<file path="src/rtl/play_session_ctrl.sv">
// Play-mode session sequencer: menu select, countdown, play window, result hold.
// All outputs registered; a button pulse shows on the outputs after the next clk edge.
module play_session_ctrl #(
  parameter int TICK_DIV    = 100_000_000,
  parameter int COUNTDOWN_S = 3,
  parameter int RESULT_S    = 5,
  parameter int SONG_NUM    = 4,
  parameter int DIFF_MAX    = 9,
  parameter int MOD_NUM     = 3,
  parameter int SONG_BITS   = (SONG_NUM > 1) ? $clog2(SONG_NUM) : 1
) (
  input  logic                 clk,
  input  logic                 rst_n,
  input  logic                 btn_confirm,
  input  logic                 btn_back,
  input  logic                 btn_next,
  input  logic                 btn_prev,
  input  logic                 song_over,
  output logic                 play_en,
  output logic [SONG_BITS-1:0] song_sel,
  output logic [1:0]           mod_sel,
  output logic [3:0]           diff_sel,
  output logic [1:0]           field,
  output logic [3:0]           count_digit,
  output logic [2:0]           state
);

  localparam int TW = (TICK_DIV > 1) ? $clog2(TICK_DIV) : 1;
  localparam logic [TW-1:0]        TICK_LAST = TW'(TICK_DIV - 1);
  localparam logic [SONG_BITS-1:0] SONG_LAST = SONG_BITS'(SONG_NUM - 1);
  localparam logic [1:0]           MOD_LAST  = 2'(MOD_NUM - 1);
  localparam logic [3:0]           DIFF_TOP  = 4'(DIFF_MAX);

  typedef enum logic [2:0] {
    S_IDLE   = 3'd0,
    S_SELECT = 3'd1,
    S_COUNT  = 3'd2,
    S_RUN    = 3'd3,
    S_RESULT = 3'd4
  } state_t;

  state_t               st_q, st_d;
  logic [TW-1:0]        tick_q, tick_d;
  logic [1:0]           field_q, field_d;
  logic [SONG_BITS-1:0] song_q, song_d;
  logic [1:0]           mod_q, mod_d;
  logic [3:0]           diff_q, diff_d;
  logic [3:0]           digit_q, digit_d;
  logic                 play_q, play_d;

  logic tick;
  logic step_up;
  logic step_dn;

  assign tick    = (tick_q == TICK_LAST);
  // next and prev in the same cycle cancel each other
  assign step_up = btn_next & ~btn_prev;
  assign step_dn = btn_prev & ~btn_next;

  always_ff @(posedge clk or negedge rst_n) begin
    if (!rst_n) begin
      st_q    <= S_IDLE;
      tick_q  <= '0;
      field_q <= 2'd0;
      song_q  <= '0;
      mod_q   <= 2'd0;
      diff_q  <= 4'd1;
      digit_q <= 4'd0;
      play_q  <= 1'b0;
    end else begin
      st_q    <= st_d;
      tick_q  <= tick_d;
      field_q <= field_d;
      song_q  <= song_d;
      mod_q   <= mod_d;
      diff_q  <= diff_d;
      digit_q <= digit_d;
      play_q  <= play_d;
    end
  end

  always_comb begin
    st_d    = st_q;
    field_d = field_q;
    song_d  = song_q;
    mod_d   = mod_q;
    diff_d  = diff_q;
    digit_d = digit_q;

    case (st_q)
      S_IDLE: begin
        if (!btn_back && btn_confirm) begin
          st_d    = S_SELECT;
          field_d = 2'd0;
        end
      end

      S_SELECT: begin
        if (btn_back) begin
          if (field_q == 2'd0) st_d = S_IDLE;
          else                 field_d = field_q - 2'd1;
        end else if (btn_confirm) begin
          if (field_q >= 2'd2) begin
            st_d    = S_COUNT;
            digit_d = 4'(COUNTDOWN_S);
          end else begin
            field_d = field_q + 2'd1;
          end
        end else if (step_up || step_dn) begin
          case (field_q)
            2'd0: begin
              if (step_up) song_d = (song_q == SONG_LAST) ? '0 : song_q + 1'b1;
              else         song_d = (song_q == '0) ? SONG_LAST : song_q - 1'b1;
            end
            2'd1: begin
              if (step_up) mod_d = (mod_q == MOD_LAST) ? 2'd0 : mod_q + 2'd1;
              else         mod_d = (mod_q == 2'd0) ? MOD_LAST : mod_q - 2'd1;
            end
            2'd2: begin
              if (step_up) diff_d = (diff_q >= DIFF_TOP) ? 4'd1 : diff_q + 4'd1;
              else         diff_d = (diff_q <= 4'd1) ? DIFF_TOP : diff_q - 4'd1;
            end
            default: ;
          endcase
        end
      end

      S_COUNT: begin
        if (btn_back) begin
          st_d    = S_SELECT;
          field_d = 2'd2;
          digit_d = 4'd0;
        end else if (tick) begin
          if (digit_q <= 4'd1) begin
            st_d    = S_RUN;
            digit_d = 4'd0;
          end else begin
            digit_d = digit_q - 4'd1;
          end
        end
      end

      S_RUN: begin
        if (btn_back) begin
          st_d = S_IDLE;
        end else if (song_over) begin
          st_d    = S_RESULT;
          digit_d = 4'(RESULT_S);
        end
      end

      S_RESULT: begin
        if (btn_back || btn_confirm) begin
          st_d    = S_IDLE;
          digit_d = 4'd0;
        end else if (tick) begin
          if (digit_q <= 4'd1) begin
            st_d    = S_IDLE;
            digit_d = 4'd0;
          end else begin
            digit_d = digit_q - 4'd1;
          end
        end
      end

      default: begin
        st_d    = S_IDLE;
        digit_d = 4'd0;
      end
    endcase
  end

  // every state entry restarts the second so the first one is full length
  always_comb begin
    tick_d = '0;
    if (st_d == st_q && (st_q == S_COUNT || st_q == S_RESULT))
      tick_d = tick ? '0 : tick_q + 1'b1;
  end

  assign play_d = (st_d == S_RUN);

  assign state       = st_q;
  assign play_en     = play_q;
  assign song_sel    = song_q;
  assign mod_sel     = mod_q;
  assign diff_sel    = diff_q;
  assign field       = field_q;
  assign count_digit = digit_q;

endmodule

</file>
<file path="config.mk">
export PLATFORM = sky130hd
export DESIGN_NAME = play_session_ctrl
export DESIGN_NICKNAME = d
export VERILOG_FILES = /design/src/rtl/play_session_ctrl.sv
export SDC_FILE = /design/constraint.sdc
export NUM_CORES = 1
export LEC_CHECK = 0
export CORE_MARGIN = 2
export CORE_UTILIZATION = 55
export DETAILED_ROUTE_END_ITERATION = 8
export DONT_BUFFER_PORTS = 1
export PLACE_DENSITY = 0.7
export SYNTH_ARGS = -nofsm -noshare
export SYNTH_HDL_FRONTEND = slang
export SYNTH_SLANG_ARGS = --single-unit
</file>
<file path="constraint.sdc">
create_clock -name clk -period 3.1 [get_ports clk]
set_input_delay 0.62 -clock clk [delete_from_list [all_inputs] [get_ports clk]]
set_output_delay 0.62 -clock clk [all_outputs]
set_load 0.02 [all_outputs]
</file>
== Word level (Yosys, flattened, before mapping) ==
Cells that the tools add are included.

* Flip-flop bits (word level): 45
* Input bits: 7
* Output and inout bits: 18
* Word-level logic and storage cells: 108

* Add/subtract/negate cells: 10
* Magnitude comparators: 4
* Eq/ne operators: 21
* Multiplexer cells: 42
* Bitwise operators: 7
* Reductions and logical operators: 16

{| class="wikitable"
|+ Operators with widths
! kind !! count
|-
| 2-to-1 mux 27 bit || 2
|-
| 2-to-1 mux 4 bit || 12
|-
| 2-to-1 mux 3 bit || 13
|-
| adder 27 x 1 -> 27 bit (second input constant) || 1
|-
| == test 27 bit (second input constant) || 1
|-
| 2-to-1 mux 2 bit || 12
|-
| one-hot mux 4 bit (5 select lines) || 1
|-
| one-hot mux 3 bit (5 select lines) || 1
|-
| AND reduction 5 bit || 3
|-
| != test 2 bit (second input constant) || 7
|-
| AND reduction 6 bit || 2
|-
| == test 3 x 2 -> 1 bit (second input constant) || 3
|-
| != test 3 bit (second input constant) || 3
|-
| <= comparator 4 x 1 -> 1 bit (second input constant) || 2
|-
| subtractor 4 x 1 -> 4 bit (second input constant) || 2
|-
| adder 2 x 1 -> 2 bit (second input constant) || 3
|-
| == test 2 bit (second input constant) || 3
|-
| zero test 2 bit || 3
|-
| one-hot mux 2 bit (3 select lines) || 1
|-
| subtractor 2 x 1 -> 2 bit (second input constant) || 3
|-
| NOT 1 bit || 5
|-
| adder 4 x 1 -> 4 bit (second input constant) || 1
|-
| >= comparator 4 bit (second input constant) || 1
|-
| == test 3 x 1 -> 1 bit (second input constant) || 1
|-
| 10 further kinds || 14
|}

== Longest topological paths before layout ==
* Word-level depth: 8
* Gate-level depth with buffers: 8
* Mapped depth without buffers: 8

== Worst setup path after synthesis ==
OpenSTA, ideal clock, no wires.

* Path type: reg-to-reg
* Start: register tick_q[10]
* End: register digit_q[3], in the netlist count_digit[3]
* Setup time: 76 ps
* Arrival: 2337 ps
* Data required time: 3024 ps
* Slack: 686 ps
* Cell stages (with the launch flop): 7
* Period minus slack after synthesis: 2414 ps
* Cells stage by stage: dfrtp_1 -> or4_4 -> nor4_4 -> nand3_2 -> or4_1 -> or4b_1 -> o21ai_1

* Cells in the longest elaborated chain, start to end: 4

{| class="wikitable"
|+ RTL lines
! what !! line !! text
|-
| from (decl) || 43 || <nowiki>logic [TW-1:0] tick_q, tick_d;</nowiki>
|-
| from (signal assigned) || 72 || <nowiki>tick_q <= tick_d;</nowiki>
|-
| == test 27 bit (*) || 55 || <nowiki>assign tick = (tick_q == TICK_LAST);</nowiki>
|-
| 2-to-1 mux 4 bit (*) || -- ||
|-
| 2-to-1 mux 4 bit, on equally long branches || -- ||
|-
| one-hot mux 4 bit (5 select lines) (*) || -- ||
|-
| to (signal assigned) || 77 || <nowiki>digit_q <= digit_d;</nowiki>
|-
| to (decl) || 48 || <nowiki>logic [3:0] digit_q, digit_d;</nowiki>
|}

Mark *: on every way between the ends. The rest lies on a longest branch, timed or not.
A chain may end at the register's enable or synchronous reset.

== Worst setup path after layout ==
Ends and elaborated chain as after synthesis.

==> flow_summary.json <==
{
  "syn-instance-count": 306,
  "gr-total-overflow": 0,
  "synthMuxAreaShare_pct": 0,
  "area_delta_synth_final_pct": 7.51,
  "synthDistinctLibCells": 47,
  "cts-buffers-inserted": 5,
  "place_hpwl_microns": 3700,
  "antenna_found_initial": 0,
  "chipHeight_microns": 73.9,
  "synth_fa_ha_area_share_pct": 6.99,
  "drc": 0,
  "synth_top_family_by_area": "simple AND/OR/NAND/NOR gates",
  "viasPerCell": 5.57,
  "period_minus_slack_ns": 2.55,
  "wire_per_inst_microns": 13.8,
  "fmax_mhz": 392,
  "synth_top_area_share_pct": 41.0,
  "final_cell_mix": "44 x dfrtp_1, 40 x nor2_1, 29 x nand2_1, 22 x a21oi_1, 21 x inv_1",
  "core_sq_mm": 0.00472,
  "nNetsFinal": 334,
  "rsz0062_at_grt": "false",
  "startpoint": "tick_q[10]",
  "antenna_cells": 0,
  "relSlewSlack_pct": 62.2,
  "path_clk_slew_ns": 0.07,
  "reg2reg_depth": 6,
  "min_path_type": "in -> async",
  "grt_pass1_wl_microns": 8930,
  "rows": 25,
  "ys_seq_area_share_pct": 42.0,
  "syn_area_per_cell_sq_um": 8.77,
  "synth_largest_area_cell": "dfrtp_1",
  "leakagePower_nw": 1.20,
  "r2r_start": "tick_q[10]",
  "setup.worst_path.class": "reg -> reg",
  "io_buffers": 0,
  "clk_latency_ns": 0.30,
  "r2r_setup_slack_ns": 0.55,
  "end_kind": "register",
  "drtAntennaViolNets": 0,
  "ctsRootBufferMaster": "clkbuf_8",
  "hold_slack_ns": 0.0193,
  "finClkSkew_ns": 0.0115,
  "gp_congestion": 0.836,
  "cts_tree": "built",
  "h-tree-depth": 2,
  "final_common_cell": "dfrtp_1",
  "setup_viol": 0,
  "drtPass1Iterations": 4,
  "vdd_drop_max_v": 0.000390,
  "grtUsageTotal_pct": 21.1,
  "yosysWarnings": 0,
  "pwr_density_cell_mw_per_mm2": 557,
  "grt_start_max_net_pins": 35,
  "yosys.area_share.simple_pct": 23.7,
  "dp_slack_ns": 0.560,
  "tns_ns": 0,
  "vias": 2118,
  "wl_microns": 5260,
  "layout_setup_ws_ns": 0.547,
  "synth_fp_nets": 328,
  "die_x_microns": 73.9,
  "final-hold-violation-count": 0,
  "finalMaxSlewViolations": 0,
  "synth_area_leaders": "dfrtp_1 41%, ha_1 7.0%, nor2_1 5.6%",
  "first_global_vias": 1934,
  "fin_util_pct": 61.1,
  "required_ns": 3.32,
  "timing.final.crit_share_pct": 82.4,
  "dieArea_sq_mm": 0.00545,
  "postCtsSetupRepairBufs": 0,
  "ys_ff_latch": 45,
  "worstMarginPinSlew_ns": 0.566,
  "initial_core_util_pct": 56.8,
  "crit_fanout": 6,
  "final_layout_size_suffix_gt1_share_pct": 6.07,
  "synth_compound_area_share_pct": 15.1,
  "cts_buffer_depth": 2,
  "drt_iter0_drc": 92,
  "status": "finished, final reports clean",
  "io_pins": 25,
  "drv_cap": 0,
  "synth_xor_area_share_pct": 8.16,
  "start_kind": "register",
  "clock-sinks": 45,
  "timing.rr.end": "count_digit[3]",
  "crit_arrival_ns": 2.77,
  "syn-cell-area_sq_mm": 0.00268
}
-- worst max path at each step --
stage                      to  slack [ns]
6_report       count_digit[3]        0.55
3_3_place_gp   count_digit[3]        0.60
5_1_grt        count_digit[3]        0.41
3_5_place_dp   count_digit[3]        0.56
2_1_floorplan  count_digit[3]        0.69
4_1_cts        count_digit[3]        0.54
-- critical path, cell delays in order, from the launching register on --
cell and delay [ns]:
dfrtp_1 0.40, or4_4 0.55, nor4_4 0.34, nand3_2 0.18, or4_1 0.45, or4b_1 0.47, o21ai_1 0.08
-- synthesized netlist by cell type (all sizes together) --
library cell / count
nand2: 29
ha: 15
a211o: 1
a32oi: 2
clkbuf: 8
nor4b: 2
o22a: 1
and4: 2
o22ai: 4
nand4b: 1
o32a: 1
dfstp: 1
o211ai: 2
or4b: 1
nor2b: 4
dfrtp: 44
a21oi: 22
inv: 21
nand3: 8
or4: 2
a211oi: 2
o31ai: 3
or3: 5
a21boi: 2
a41oi: 1
o21ai: 19
a22o: 2
xnor2: 9
nor2: 41
a31oi: 1
nor3: 11
nand2b: 2
a22oi: 2
or2: 1
a21o: 2
xor2: 16
and3: 4
nand4: 8
and2: 1
nor4: 3
-- what timing repair did --
action                    CTS  global route
hold buffers                1             1
resized for setup           0             0
hold endpoints to repair   12             4
-- per-layer routing --
metal / vias to the layer above / global-route usage (%) / wire length (microns)
met3: 6 / 4.39 / 250
li1: 1083 / - / -
met4: 0 / 6.26 / 59
met5: - / 0 / 0
met2: 35 / 32.8 / 2420
met1: 994 / 29.6 / 2530
-- registers in the layout, indices dropped and copies added, names as in the netlist --
| register | cells |
|---|---|
| count_digit | 4 |
| diff_sel | 4 |
| field | 2 |
| mod_sel | 2 |
| play_en | 1 |
| song_sel | 2 |
| state | 3 |
| tick_q | 27 |
-- cell type report --
type / instances / area [sq um]
tap: 67 / 83.8
timing repair buffer: 7 / 57.6
clock buffer: 8 / 90.1
inverter: 21 / 78.8
fill: 424 / 1840
sequential: 45 / 1130
multi-input combinational: 232 / 1450
-- metrics by stage --
step / instance area, sq um / std cells / total power, W
2_1_floorplan: 2680 / 306 / 0.00115
3_3_place_gp: 2780 / 370 / 0.00123
3_5_place_dp: 2780 / 370 / 0.00125
4_1_cts: 2880 / 379 / 0.00162
5_1_grt: 2890 / 380 / 0.00172
6_report: 2890 / 380 / 0.00161
-- kinds of logic after synthesis --
group           count (synthesis)
flops                          45
xor+xnor                       25
simple gates                  125
compound gates                 67
buf+inv                        29
fa+ha+maj                      15
-- power breakdown --
part	total [W]	leakage (nW)	internal (W)	switching (W)
Sequential	0.000831	0.605	0.000654	0.000177
Combinational	0.000410	0.548	0.000180	0.000231
Clock	0.000366	0.0455	0.000182	0.000184
Total	0.00161	1.20	0.00102	0.000591
Note: power is estimated with default switching activity, not from simulation.
